===== src/rtl/demux_1to3_reg_if.sv =====
// Handshake bundle for the registered 1-to-3 demultiplexer: one upstream
// valid/ready port, three downstream valid/ready slots and the accept counter.
`ifndef DATA_LENGTH
`define DATA_LENGTH 8
`endif

interface demux_1to3_reg_if #(
  parameter int DATA_LENGTH  = `DATA_LENGTH,
  parameter int COUNT_LENGTH = 8
);
  logic [1:0]              sel;
  logic [DATA_LENGTH-1:0]  di;
  logic                    valid_i;
  logic                    ready_o;
  logic [DATA_LENGTH-1:0]  do0;
  logic [DATA_LENGTH-1:0]  do1;
  logic [DATA_LENGTH-1:0]  do2;
  logic [2:0]              valid_o;
  logic [2:0]              ready_i;
  logic [COUNT_LENGTH-1:0] count;

  modport master (
    output sel, di, valid_i, ready_i,
    input  ready_o, do0, do1, do2, valid_o, count
  );

  modport slave (
    input  sel, di, valid_i, ready_i,
    output ready_o, do0, do1, do2, valid_o, count
  );
endinterface


===== src/rtl/demux_1to3_reg.sv =====
// Registered 1-to-3 demultiplexer: steers each accepted word into a per-channel
// one-word holding slot and counts accepted words modulo 2^COUNT_LENGTH.
`ifndef DATA_LENGTH
`define DATA_LENGTH 8
`endif

module demux_1to3_reg #(
  parameter int DATA_LENGTH  = `DATA_LENGTH,
  parameter int COUNT_LENGTH = 8
) (
  input logic              clk,
  input logic              reset,
  demux_1to3_reg_if.slave  bus
);

  // Decode order must match the 3-to-1 source selector: sel[1] wins.
  function automatic logic [2:0] decode_sel(input logic [1:0] s);
    logic [2:0] oh;
    case (s)
      2'b00:        oh = 3'b001;
      2'b01:        oh = 3'b010;
      2'b10, 2'b11: oh = 3'b100;
      default:      oh = 3'b000;
    endcase
    return oh;
  endfunction

  logic [2:0]              tgt_oh_s;
  logic                    ready_s;
  logic                    accept_s;
  logic [2:0]              load_s;
  logic [2:0]              valid_r;
  logic [DATA_LENGTH-1:0]  do_r [0:2];
  logic [COUNT_LENGTH-1:0] count_r;

  // Upstream ready looks only at the slot the current select points to.
  always_comb begin
    tgt_oh_s = decode_sel(bus.sel);
    ready_s  = |(tgt_oh_s & (~valid_r | bus.ready_i));
    accept_s = bus.valid_i & ready_s;
    if (accept_s) begin
      load_s = tgt_oh_s;
    end else begin
      load_s = 3'b000;
    end
  end

  // Slot and counter state; a load on a delivering slot keeps valid high.
  always_ff @(posedge clk or posedge reset) begin
    if (reset) begin
      valid_r <= 3'b000;
      do_r[0] <= {DATA_LENGTH{1'b0}};
      do_r[1] <= {DATA_LENGTH{1'b0}};
      do_r[2] <= {DATA_LENGTH{1'b0}};
      count_r <= {COUNT_LENGTH{1'b0}};
    end else begin
      for (int n = 0; n < 3; n++) begin
        if (load_s[n]) begin
          do_r[n]    <= bus.di;
          valid_r[n] <= 1'b1;
        end else if (bus.ready_i[n]) begin
          valid_r[n] <= 1'b0;
        end else begin
          valid_r[n] <= valid_r[n];
        end
      end
      if (accept_s) begin
        count_r <= count_r + {{(COUNT_LENGTH-1){1'b0}}, 1'b1};
      end else begin
        count_r <= count_r;
      end
    end
  end

  assign bus.ready_o = ready_s;
  assign bus.do0     = do_r[0];
  assign bus.do1     = do_r[1];
  assign bus.do2     = do_r[2];
  assign bus.valid_o = valid_r;
  assign bus.count   = count_r;

endmodule


===== src/flat_wrapper.sv =====
// flat-port wrapper written by rule: the top's interface ports become plain ports
module demux_1to3_reg_flat 
#(
  parameter int DATA_LENGTH  = `DATA_LENGTH,
  parameter int COUNT_LENGTH = 8
)
  (clk, reset, bus_sel, bus_di, bus_valid_i, bus_ready_i, bus_ready_o, bus_do0, bus_do1, bus_do2, bus_valid_o, bus_count);
  demux_1to3_reg_if #(.DATA_LENGTH(DATA_LENGTH), .COUNT_LENGTH(COUNT_LENGTH)) bus_i ();
  input logic clk;
  input logic reset;
  input wire logic [$bits(bus_i.sel)-1:0] bus_sel;
  input wire logic [$bits(bus_i.di)-1:0] bus_di;
  input wire logic [$bits(bus_i.valid_i)-1:0] bus_valid_i;
  input wire logic [$bits(bus_i.ready_i)-1:0] bus_ready_i;
  output wire logic [$bits(bus_i.ready_o)-1:0] bus_ready_o;
  output wire logic [$bits(bus_i.do0)-1:0] bus_do0;
  output wire logic [$bits(bus_i.do1)-1:0] bus_do1;
  output wire logic [$bits(bus_i.do2)-1:0] bus_do2;
  output wire logic [$bits(bus_i.valid_o)-1:0] bus_valid_o;
  output wire logic [$bits(bus_i.count)-1:0] bus_count;
  assign bus_i.sel = bus_sel;
  assign bus_i.di = bus_di;
  assign bus_i.valid_i = bus_valid_i;
  assign bus_i.ready_i = bus_ready_i;
  assign bus_ready_o = bus_i.ready_o;
  assign bus_do0 = bus_i.do0;
  assign bus_do1 = bus_i.do1;
  assign bus_do2 = bus_i.do2;
  assign bus_valid_o = bus_i.valid_o;
  assign bus_count = bus_i.count;
  demux_1to3_reg #(.DATA_LENGTH(DATA_LENGTH), .COUNT_LENGTH(COUNT_LENGTH)) u_core (.clk(clk), .reset(reset), .bus(bus_i));
endmodule

===== config.mk =====
export PLATFORM = sky130hd
export DESIGN_NAME = demux_1to3_reg_flat
export DESIGN_NICKNAME = d
export VERILOG_FILES = /design/src/rtl/demux_1to3_reg_if.sv /design/src/rtl/demux_1to3_reg.sv /design/src/flat_wrapper.sv
export SDC_FILE = /design/constraint.sdc
export NUM_CORES = 1
export LEC_CHECK = 0
export ABC_AREA = 1
export CAP_MARGIN = 30
export CORE_MARGIN = 4
export CORE_UTILIZATION = 45
export DETAILED_ROUTE_END_ITERATION = 8
export HOLD_SLACK_MARGIN = 0.02
export PLACE_DENSITY = 0.78
export RECOVER_POWER = 100
export SLEW_MARGIN = 5
export SYNTH_ARGS = -nofsm -noshare
export SYNTH_HDL_FRONTEND = slang
export SYNTH_SLANG_ARGS = --single-unit
export TNS_END_PERCENT = 20

===== constraint.sdc =====
create_clock -name clk -period 2.45 [get_ports clk]
set_clock_uncertainty 0.2 [all_clocks]
set_input_delay 0.3675 -clock clk [delete_from_list [all_inputs] [get_ports clk]]
set_output_delay 0.3675 -clock clk [all_outputs]
set_load 0.005 [all_outputs]

=== Yosys cells after proc, flatten, opt, wreduce, memory -nomap -nowiden ===
Cells that the tools add are included.

* $add $sub $neg: 1
* Equality and inequality tests: 3
* Multiplexer cells: 8
* Bitwise logic cells: 4
* Reductions and logical operators: 6

{| class="wikitable"
|+ Operators by type and width
! operator !! count
|-
| $pmux W3 S3 || 1
|-
| $add A8 B1 Y8 const B || 1
|-
| $mux W1 || 6
|-
| $reduce_bool A2 Y1 || 3
|-
| $eq A2 B2 Y1 const B || 2
|-
| $and A3 B3 Y3 || 1
|-
| $mux W3 || 1
|-
| $not A3 Y3 || 1
|-
| $or A3 B3 Y3 || 1
|-
| $reduce_or A3 Y1 || 1
|-
| $eq A2 B1 Y1 const B || 1
|-
| $logic_not A2 Y1 || 1
|-
| $reduce_or A2 Y1 || 1
|-
| $and A1 B1 Y1 || 1
|}

* Register bits after elaboration: 35
* Output and inout port bits: 36
* Word-level logic and storage cells: 29

=== Depth between registers and ports, before layout ===
* Word-level depth: 8
* Depth in mapped cells: 8
* Mapped depth without buffers: 8

=== Worst setup path before layout ===
Ideal clock, no wire load.

* Kind: input-to-output
* From: input port bus_sel[1]
* To: output port bus_ready_o
* Arrival: 948 ps
* Data required time: 1882 ps
* Path slack: 935 ps
* Stages: 4
* Cells stage by stage: nor2_4 nand2_1 nand3_2 buf_2

* Longest elaborated chain between the ends: 5
* Elaborated cells between the ends (all ways): 8
* Those cells by class: eq/ne (3); mux (1); bitwise (1); reduce/logical (3)

{| class="wikitable"
|+ Ends and longest elaborated chain
! what !! line !! source
|-
| start, declared || flat_wrapper.sv:11 || <nowiki>input wire logic [$bits(bus_i.sel)-1:0] bus_sel;</nowiki>
|-
| $eq A2 B2 Y1 || demux_1to3_reg.sv:19 || <nowiki>case (s)</nowiki>
|-
| $reduce_or A2 Y1 || demux_1to3_reg.sv:19 ||
|-
| $pmux W3 S3 * || demux_1to3_reg.sv:19 ||
|-
| $and A3 B3 Y3 * || demux_1to3_reg.sv:39 || <nowiki>ready_s = |(tgt_oh_s & (~valid_r | bus.ready_i));</nowiki>
|-
| $reduce_or A3 Y1 * || demux_1to3_reg.sv:39 ||
|-
| end, declared || flat_wrapper.sv:15 || <nowiki>output wire logic [$bits(bus_i.ready_o)-1:0] bus_ready_o;</nowiki>
|}

Mark *: on every way between the ends. The rest lies on a longest branch, timed or not.

=== Worst setup path in the final report ===
Ends and elaborated chain as after synthesis.

==> key figures <==
Clocking
  • Skew-Pair Late Insertion Delay: 340 ps
  • CTS sink cnt: 35
  • CTS tree: built
  • Num CTS Buffers: 5
  • Resize count post-CTS: 0
  • Max Buffers Root-to-Sink: 2
  • Clock transition at path regs: 100 ps
  • CTS Root Buffer Type: clkbuf_4
  • # hold bufs at CTS: 0
  • Postcts setup bufs: 0
  • H-tree Lvls: 2

Logic synthesis
  • Largest family of logic cells by synthesized area: simple AND/OR/NAND/NOR gates
  • Yosys reg bits: 35
  • Synthesized cell area: 1630 sq um
  • XOR/XNOR Fraction of Synth Area: 1.61%
  • Mux contribution to synthesized area: 0%
  • Compound-Gate Fraction of Synth Area: 0.613%
  • Syn Nets: 200
  • Register area share after synthesis: 53.7%
  • Simple logic cell fraction of the synthesized area: 38.3%
  • Count of cell types in the netlist: 19
  • Fraction of the mapped netlist area in adder cells: 0.767%
  • Synth Warn #: 0
  • Cells after synthesis: 183
  • Mapped Avg Cell Area: 8.92 sq um

Hold path
  • Worst Hold Class: reg -> reg

Setup path
  • R2R Setup Slk: 480 ps
  • Crit path launch type: primary input
  • Critical path class: in -> out
  • Worst endpoint data arrival time: 1720 ps
  • Crit Path Max Fanout: 4
  • Crit. End Element: output pin
  • CP required: 1880 ps

Final layout
  • Filler cells: 278
  • Final core occ: 65.5%
  • Final #Nets: 257
  • Layout cells sized above 1: 10.4%
  • Ant. Diodes: 0
  • Area Overhead vs Synth: 37.0%

Floorplan
  • Starting density of the core: 47.8%
  • FP Rows: 21
  • Die extent in y: 68.2 microns
  • Die area: 4650 sq um
  • Area of the core: 3420 sq um
  • IO Pins: 52
  • Floorplan die width: 68.2 microns

Routing
  • Drt first-iter violations: 120
  • Drt drc: 0
  • Post-DRT Antenna Nets: 0
  • Post-Route WL: 3630 microns
  • Pre-antenna DRT Iters: 4
  • Vias/cell: 4.94
  • Routed length per instance: 12.6 microns
  • Vias post-DR: 1417

STA
  • Setup_tns: 0 ps
  • Fin crit period: 2290 ps
  • Fmax: 0.437 GHz
  • Final Slew Violations: 0
  • Fin crit share: 93.4%
  • Setup-failing EPs final: 0
  • Worst Tran Pin Value: 844 ps
  • Endpoints failing hold: 0
  • Relative slew slack: 43.7%
  • RSZ-0062 raised after global routing: false

Pwr
  • Leakage: 1.15 nW
  • Worst vdd ir: 0.000356 V
  • PwrDens: 682 nW/um^2

Placed design
  • HPWL after detailed placement: 2690 microns
  • GPL Wtd Cong: 0.897
  • Port-buffer cells: 51

GRT
  • Number of global-route vias before repair: 1312
  • Global-route wire length before repair: 6050 microns
  • Largest net degree at the start of global routing: 36
  • Antenna violations before repair: 0
  • Remaining Overflow, GRT: 0
  • Total GRT Usage: 17.7%

Flow run
  • Max-Cap Viols: 0

Outcome
  • Status: finished clean
cells by family after synthesis:
logic type                 count (synthesis)
buffers and inverters                     14
DFF                                       35
and+or+nand+nor                          128
xor gates and xnor gates                   3
AOI/OAI and AO/OA                          2
adders and majority gates                  1
final timing paths:
path	from	to	cells past startpoint
max in group asynchronous	reset	u_core.bus.do2[5]	3
min in group asynchronous	reset	u_core.bus.valid_o[2]	3
min	u_core.bus.do0[3]	u_core.bus.do0[3]	2
max	bus_sel[1]	bus_ready_o	5
max reg2reg	u_core.bus.valid_o[2]	u_core.bus.count[5]	8
min reg2reg	u_core.bus.do0[3]	u_core.bus.do0[3]	2
report_power, final:
part	total [mW]	switching [mW]	internal, mW
sequential	0.774	0.0840	0.690
clock	0.299	0.192	0.107
combinational	0.451	0.198	0.253
total	1.52	0.475	1.05
registers in the layout (all words and copies together) (netlist names):
signal              flops
u_core.bus.count        8
u_core.bus.do0          8
u_core.bus.do1          8
u_core.bus.do2          8
u_core.bus.valid_o      3
per-stage QoR:
| step | setup WS [ps] | hold slack (ps) | power (mW) | area (sq um) | cells |
|---|---|---|---|---|---|
| after global placement | 181 | 254 | 1.28 | 2190 | 279 |
| after CTS | 155 | 224 | 1.59 | 2240 | 287 |
| after global routing | 78.4 | 310 | 1.64 | 2240 | 287 |
| after floorplan | 935 | 265 | 0.987 | 1630 | 183 |
| after detailed placement | 161 | 260 | 1.29 | 2190 | 279 |
| final | 161 | 273 | 1.52 | 2240 | 287 |
final cells by class:
cell class | count | area, sq um | share of cell area (%)
sequential | 35 | 876 | 39.2
multi-input combinational | 134 | 673 | 30.1
timing repair buffer | 57 | 551 | 24.6
tap | 46 | 57.6 | 2.57
clock buffer | 5 | 37.5 | 1.68
inverter | 7 | 26.3 | 1.18
clock inverter | 3 | 15.0 | 0.672
critical path, cell delays in order:
cell and delay, ps:
clkdlybuf4s50_1 550, nor2_4 160, nand2_1 70, nand3_2 80, clkdlybuf4s50_1 500
layer usage:
layer / vias to the layer above / track usage (%) / share of wire, %
li1: 723 / - / -
met2: 58 / 24.9 / 43
met3: 8 / 5.58 / 9.2
met5: - / 0 / 0
met1: 628 / 24.6 / 46
met4: 0 / 8.68 / 1.8
layout by cell type (no fill, tap or decap), types with 3 or more instances in the layout:
master	n
dfrtp_1	35
clkdlybuf4s50_1	15
xnor2_1	3
nand2_2	3
nand4_1	24
nand2_1	87
nand3_4	3
dlygate4sd3_1	36
clkbuf_4	5
buf_4	4
inv_1	5
nor2_1	3
clkinv_2	3
nand3b_1	3
cell usage after synthesis:
library cell	instances	share of area (%)
nor2_1	3	0.69
o21ai_0	2	0.61
nand4_1	24	9.2
nand3_4	3	3.2
inv_2	2	0.46
nand3_1	2	0.61
xnor2_1	3	1.6
buf_8	2	1.8
clkbuf_1	1	0.23
buf_2	3	0.92
ha_1	1	0.77
inv_1	5	1.2
nand2_1	87	20
nand3b_1	3	1.4
buf_4	1	0.46
nand2_2	3	1.2
dfrtp_1	35	54
nand3_2	1	0.61
nor2_4	2	1.4
(Power assumes the default switching activity.)
